<file path="src/rtl/stage3_argmax_classifier.sv">
// Argmax classifier for the stage-3 serial class-score stream: tracks max, runner-up
// and winning index per frame, and publishes each decision through a valid/ready register.
module stage3_argmax_classifier #(
  parameter  int NUM_CLASS = 3,
  parameter  int DATA_BW   = 20,
  localparam int IDX_BW    = $clog2(NUM_CLASS)
) (
  input  logic                      clk,
  input  logic                      reset,
  input  logic                      i_in_valid,
  input  logic signed [DATA_BW-1:0] i_value,
  input  logic        [IDX_BW-1:0]  i_index,
  output logic                      o_class_valid,
  input  logic                      i_class_ready,
  output logic        [IDX_BW-1:0]  o_class_idx,
  output logic signed [DATA_BW-1:0] o_class_score,
  output logic        [DATA_BW:0]   o_margin,
  output logic                      o_seq_err,
  output logic                      o_overflow,
  output logic                      o_busy
);

  localparam logic [0:0] IDLE = 1'b0;
  localparam logic [0:0] SCAN = 1'b1;
  localparam logic [IDX_BW-1:0] LAST_IDX = IDX_BW'(NUM_CLASS - 1);
  localparam logic signed [DATA_BW-1:0] MOST_NEG = {1'b1, {(DATA_BW-1){1'b0}}};

  logic [0:0]                state, state_next;
  logic signed [DATA_BW-1:0] max_val, second_val;
  logic [IDX_BW-1:0]         max_idx, exp_idx;

  logic signed [DATA_BW-1:0] fold_max, fold_second;
  logic [IDX_BW-1:0]         fold_idx;
  logic [DATA_BW:0]          fold_margin;
  logic                      start, accept, frame_done, seq_err_next;

  // Strict compare so the earlier (lower) index keeps the win on a tie.
  always_comb begin
    fold_max    = max_val;
    fold_second = second_val;
    fold_idx    = max_idx;
    if (i_value > max_val) begin
      fold_second = max_val;
      fold_max    = i_value;
      fold_idx    = i_index;
    end else if (i_value > second_val) begin
      fold_second = i_value;
    end
    fold_margin = {fold_max[DATA_BW-1], fold_max} - {fold_second[DATA_BW-1], fold_second};
  end

  always_comb begin
    start        = 1'b0;
    accept       = 1'b0;
    seq_err_next = 1'b0;
    state_next   = state;
    case (state)
      IDLE: begin
        if (i_in_valid) begin
          if (i_index == '0) start = 1'b1;
          else               seq_err_next = 1'b1;
        end
      end
      SCAN: begin
        if (!i_in_valid) begin
          seq_err_next = 1'b1;
          state_next   = IDLE;
        end else if (i_index == exp_idx) begin
          accept = 1'b1;
          if (exp_idx == LAST_IDX) state_next = IDLE;
        end else begin
          seq_err_next = 1'b1;
          if (i_index == '0) start = 1'b1;
          else               state_next = IDLE;
        end
      end
      default: state_next = IDLE;
    endcase
    if (start) state_next = SCAN;
  end

  assign frame_done = accept && (exp_idx == LAST_IDX);

  always_ff @(posedge clk or posedge reset) begin
    if (reset) begin
      state      <= IDLE;
      max_val    <= '0;
      second_val <= '0;
      max_idx    <= '0;
      exp_idx    <= '0;
      o_seq_err  <= 1'b0;
    end else begin
      state     <= state_next;
      o_seq_err <= seq_err_next;
      if (start) begin
        max_val    <= i_value;
        second_val <= MOST_NEG;
        max_idx    <= '0;
        exp_idx    <= IDX_BW'(1);
      end else if (accept) begin
        max_val    <= fold_max;
        second_val <= fold_second;
        max_idx    <= fold_idx;
        exp_idx    <= frame_done ? '0 : exp_idx + IDX_BW'(1);
      end
    end
  end

  // A finished frame is dropped (not queued) if the previous decision is still unaccepted.
  always_ff @(posedge clk or posedge reset) begin
    if (reset) begin
      o_class_valid <= 1'b0;
      o_class_idx   <= '0;
      o_class_score <= '0;
      o_margin      <= '0;
      o_overflow    <= 1'b0;
    end else begin
      o_overflow <= 1'b0;
      if (frame_done) begin
        if (o_class_valid && !i_class_ready) begin
          o_overflow <= 1'b1;
        end else begin
          o_class_valid <= 1'b1;
          o_class_idx   <= fold_idx;
          o_class_score <= fold_max;
          o_margin      <= fold_margin;
        end
      end else if (o_class_valid && i_class_ready) begin
        o_class_valid <= 1'b0;
      end
    end
  end

  assign o_busy = (state == SCAN);

endmodule

</file>
<file path="config.mk">
export PLATFORM = sky130hd
export DESIGN_NAME = stage3_argmax_classifier
export DESIGN_NICKNAME = d
export VERILOG_FILES = /design/src/rtl/stage3_argmax_classifier.sv
export SDC_FILE = /design/constraint.sdc
export NUM_CORES = 1
export LEC_CHECK = 0
export CORE_ASPECT_RATIO = 0.7
export CORE_MARGIN = 1
export CORE_UTILIZATION = 62
export DETAILED_ROUTE_END_ITERATION = 6
export PLACE_DENSITY = 0.88
export RECOVER_POWER = 100
export SYNTH_ARGS = -nofsm -noshare
export SYNTH_HDL_FRONTEND = slang
export SYNTH_SLANG_ARGS = --single-unit
</file>
<file path="constraint.sdc">
create_clock -name clk -period 8.84 [get_ports clk]
set_clock_uncertainty 0.15 [all_clocks]
set_input_delay 1.768 -clock clk [delete_from_list [all_inputs] [get_ports clk]]
set_output_delay 1.768 -clock clk [all_outputs]
set_load 0.05 [all_outputs]
</file>
; After elaboration in Yosys (flattened, before gate mapping)
; Index checks and enable logic that the tools add are counted.
[totals]
romBits = 0
memories = 0
mem_bits_rw = 0
output_inout_bits = 47
latch_bits = 0
reg_bits = 91
in_bits = 26
[op_classes]
shifts = 0
div = 0
mul = 0
order_cmp = 2
n_addsub = 2
bitwise = 2
reduce_logical = 9
eq_ne = 3
muxes = 36
[ops]
columns = operator, n
row1 = 20-bit 2-to-1 mux, 7
row2 = 20-bit greater-than comparator, 2
row3 = 1-bit 2-to-1 mux, 21
row4 = 20-bit by 20-bit subtractor with 21-bit output, 1
row5 = 2-bit 2-to-1 mux, 6
row6 = 1-bit case mux with 2 select lines, 2
row7 = 2-bit AND reduction, 2
row8 = 2-bit nonzero test, 2
row9 = 1-bit logical AND, 3
row10 = 2-bit by 1-bit adder with 2-bit output (second input constant), 1
row11 = 2-bit == test, 1
row12 = 2-bit == test (second input constant), 1
row13 = 2-bit zero test, 1
row14 = 2-bit != test (second input constant), 1
row15 = 1-bit NOT, 2
row16 = 1-bit zero test, 1

; Logic depth before layout (Yosys ltp)
[depth]
depth_word = 8
mapped_depth = 25
depth_no_buf = 22

; Least setup slack after synthesis
; Ideal clock, no wire load.
[synth_path]
path_kind = input to register
startpoint = input i_value[16]
endpoint = register o_margin[20]
arrival_time_ns = 6.156
stages = 22
setup_ns = 0.131
setup_slack_ns = 2.403
n_path_buf = 2
path_cell_list = ha_1 a21oi_1 nor2b_1 o311a_1 a211oi_2 nand4_1 nand2_1 clkbuf_1 clkbuf_1 o21a_1 inv_1 ha_1 inv_1 fa_1 a21o_1 o21ai_0 a211oi_1 a32o_1 a31oi_2 o31ai_4 a31oi_1 or3_1
[synth_between]
elab_chain_cells = 4
elab_cells_between_ends = 6
classes_between = add/sub (1) / order compare (2) / mux (3)
[synth_rtl]
columns = element, line
row1 = start: declaration, 11  ; input logic signed [DATA_BW-1:0] i_value,
row2 = 20-bit greater-than comparator, 46  ; end else if (i_value > second_val) begin
row3 = 20-bit 2-to-1 mux, 46
row4 = 20-bit 2-to-1 mux, 42  ; if (i_value > max_val) begin
row5 = 20-bit by 20-bit subtractor with 21-bit output (*), 49  ; fold_margin = {fold_max[DATA_BW-1], fold_max} - {fold_second[DATA_BW-1], fold_second};
row6 = end signal: assignment, 126  ; o_margin <= fold_margin;
row7 = end: declaration, 17  ; output logic [DATA_BW:0] o_margin,
; Mark *: on every way between the ends. The rest lies on a longest branch, timed or not.
; A chain may end at the register's enable or synchronous reset.

; Worst setup path in the final report
[layout_path]
startpoint = input i_value[9]
endpoint = register o_margin[17]
[layout_between]
elab_cells_between_ends = 6
classes_between = add/sub (1) / order compare (2) / mux (3)
[layout_rtl]
columns = element, line
row1 = 20-bit greater-than comparator, 42
row2 = 20-bit 2-to-1 mux, 42
row3 = net fold_max[1], 32  ; logic signed [DATA_BW-1:0] fold_max, fold_second;
row4 = 20-bit by 20-bit subtractor with 21-bit output, 49
; The timed path passes the listed nets, and every way through them passes these cells.

==> results.md <==
- Critical path arrival: 7770 ps
- Overall Power: slightly above 2 mW
- Worst path most repeated cell: a21o_1
- Area Growth Syn to Fin: 15.7%
- Number of fillers in the final layout: 787
- Synthesis-stage register bit count: 91
- Commonest non-fill, non-tap cell in the layout: nand2_1
- CTS sink count: 91
- Setup TNS: 0 ps
- Synth area leaders: dfrtp_1 (34%), ha_1 (9.3%), nand2_1 (6.9%)
- Status: complete, but fails checks
- Final Hold Vio Count: 0
- Vias per cell: around 6.4
- Relative slew margins: -75.4%
- Worst path cell trace: dlygate4sd3_1 > ha_1 > a21o_1 > a21oi_1 > o21ai_0 > a211oi_1 > a21o_1 > nand2_2 > o21ai_0 > ha_1 > a21o_1 > a21o_1 > o221a_1 > a221oi_1 > o311ai_2 > a21oi_1 > o31ai_1 > mux2i_1 > nand3_1
- Pre-CTS WS: 1250 ps
- HP Class: flip-flop to flip-flop
- Slew Viols, Final: 167
- Final routed DRC violation total: 0
- CTS Hold Buffers Added: 0
- Most frequent cells in the layout: nand2_1 (122), dfrtp_1 (91), o21ai_0 (75), inv_1 (53), dlygate4sd3_1 (51)
- Cells after Synth: 799
- CTS clk-pin slew, worst paths: about 70 ps
- Initial antenna violation count: 0
- First-pass GRT wire length: between 30000 and 40000 um
- Cell row count: 31
- Total Wirelength: 18900 um
- Layout cell share with drive strength beyond 1: 6.34%
- Die Area: about 11000 um2
- Die height: a little under 90 um
- Synth Flop Type: dfrtp_1
- CTS root buffer: clkbuf_16
- Async S/R FF share, synth: 100%
- Failing checks: max-capacitance violations, max-slew violations
- Sequential share of power: 24.9%
- Max Clk Rate: roughly 0.13 GHz
- CTS Buf Count: 9
- Nets: just over 900
- TritonCTS clock tree: yes
- Number of synthesized flops with an enable pin: 0
- Detailed Route Iter0 Violations: approximately 640
- Syn nets: around 880
- Slowest CP cell: dlygate4sd3_1
- Crit-path leading delay family: compound AO/OA/AOI/OAI gates
- Worst path max stage delay: between 700 and 800 ps
- Syn_area_per_cell: 8.38 um2
- Max Cap Violations: 4
- Vias in the first global route: 5938
- Antenna viol nets, final: 0
- Number of setup buffers added after CTS: 0
- Clk network pwr share: between 20 and 25%
- Pwr Density: 261 nW/um2
- Design area: 7750 um2
- Ant. Diodes: 0
- Critical path class: input port to flip-flop
- GRT Overall Usage: 35.1%
- Largest net degree at the start of global routing: 55
- H-tree lvl count: 3
- Core area: 10400 um2
- Post-Synthesis Cell Area: 6700 um2
- Period utilization: 86.9%
- CTS max path bufs: 2
- Gpl congestion: 0.929
- Final worst slack: 1160 ps
- Count of final setup violators: 0
- Seq/Total Area, Yosys: 34.0%
- Drt first pass iters: 5
- Critical Path RT: approximately 8900 ps
- Register area: 2280 um2
- Number of distinct library cells after synthesis: about 80
- Post_cts resized: 0
- Sw frac: a little under half
- Leak: 3.62 nW
- CP max FO: 40
- Top-area cell type share of the netlist area: 34.0%
- Fin util: 74.3%
- Unrepaired setup endpoints after global routing: no
- Die span in x: 126 um
- Avg WL per Cell: roughly 19 um
- Worst-Margin Slew: 2630 ps
- Num ports: 73
- Internal Power: between 1 and 1.5 mW
- Crit path time final: 7680 ps
- Synth warnings: 0
- Placed Instance Area: 7480 um2
- Clock latency on the worst-skew pair: 350 ps
- DP Wirelength: approximately 13000 um
- NetSw: 925 uW
- Crit path launch type: input port
- Area leader, netlist: dfrtp_1
- Port Buf Inserts: 72
- Combinational power share: roughly 55%
- Area of the multi-input gates: 4010 um2
- Critical path buffers and inverters: 1
- Total gr overflow: 0
- Crit end category: flip-flop
- Via count: roughly 6300
- Starting density of the core: 64.2%
- Maximum VDD drop: around 0.20 mV
sequential cells by signal, summed over array words and instances, names as in the netlist:
name,cells
exp_idx,2
max_idx,2
max_val,20
o_busy,1
o_class_idx,2
o_class_score,20
o_class_valid,1
o_margin,21
o_overflow,1
o_seq_err,1
second_val,20
power by group through the flow:
stage / Clock (mW) / Sequential, mW / Combinational [mW]
after global routing: 0.425 / 0.507 / 1.19
after detailed placement: 0 / 0.508 / 1.08
after floorplan: 0 / 0.516 / 0.786
final: 0.409 / 0.502 / 1.11
after CTS: 0.410 / 0.501 / 1.10
after global placement: 0 / 0.505 / 1.05
layer usage:
metal / wire [um] / global-route usage [%]
met1: 8630 / 49.8
met2: 8480 / 55.9
met3: 1590 / 5.51
met4: 226 / 11.0
met5: 0 / 0
path summary, 6_finish.rpt:
check                        startpoint             to  slack (ps)  cells after the start
setup / recovery             i_value[9]   o_margin[17]        1160                     19
hold / removal             o_margin[17]   o_margin[17]         320                      2
setup reg to reg             max_val[9]   o_margin[17]        2750                     19
hold reg to reg            o_margin[17]   o_margin[17]         320                      2
max in group asynchronous         reset  second_val[3]        3150                      3
min in group asynchronous         reset   o_margin[17]        2220                      2
kinds of logic (layout without fill, tap and decap cells):
| kind of cell | after synthesis | after routing | synth area share (%) |
|---|---|---|---|
| AND/OR/NAND/NOR | 265 | 265 | 18.0 |
| flip-flops | 91 | 91 | 34.0 |
| multiplexers | 50 | 50 | 8.03 |
| XOR/XNOR | 27 | 27 | 3.64 |
| adder cells (fa/ha/maj) | 58 | 58 | 10.7 |
| AO/OA/AOI/OAI | 208 | 208 | 19.7 |
| buffers and inverters | 100 | 153 | 5.92 |
layout make-up:
type | instances | area share [%]
clock buffers | 11 | 3.26
clock inverters | 5 | 0.791
inverters | 55 | 2.68
multi-input cells | 608 | 51.8
flip-flops and latches | 91 | 29.4
well taps | 132 | 2.13
repair buffers | 82 | 9.98
cells in the mapped netlist (all sizes together) (2+ instances only):
library cell / number
o21ai: 79
a221oi: 4
nor2: 50
a211oi: 6
buf: 7
and3: 3
mux2i: 33
nand3: 37
a21o: 9
o21a: 5
nand2b: 7
xor2: 6
a41oi: 2
a2bb2oi: 2
o31ai: 9
o311ai: 4
o211ai: 5
a31oi: 16
nor3: 11
dfrtp: 91
and2: 2
nand2: 123
ha: 50
a22o: 3
maj3: 7
clkbuf: 38
inv: 54
o21bai: 2
a21bo: 2
a21oi: 46
xnor2: 21
or3: 4
mux2: 17
nand4: 15
nor2b: 6
nor4: 2
and4: 3
worst min-delay path, stage by stage (launching register included):
cell and delay (ps):
dfrtp_1 340, nand2_1 50, nand3_1 50
metrics by stage:
step / cells / hold WS [ps]
after CTS: 984 / 331
after global placement: 968 / 308
after floorplan: 799 / 316
final: 984 / 324
after global routing: 984 / 346
after detailed placement: 968 / 316
Power figures use the tool's default switching activity.
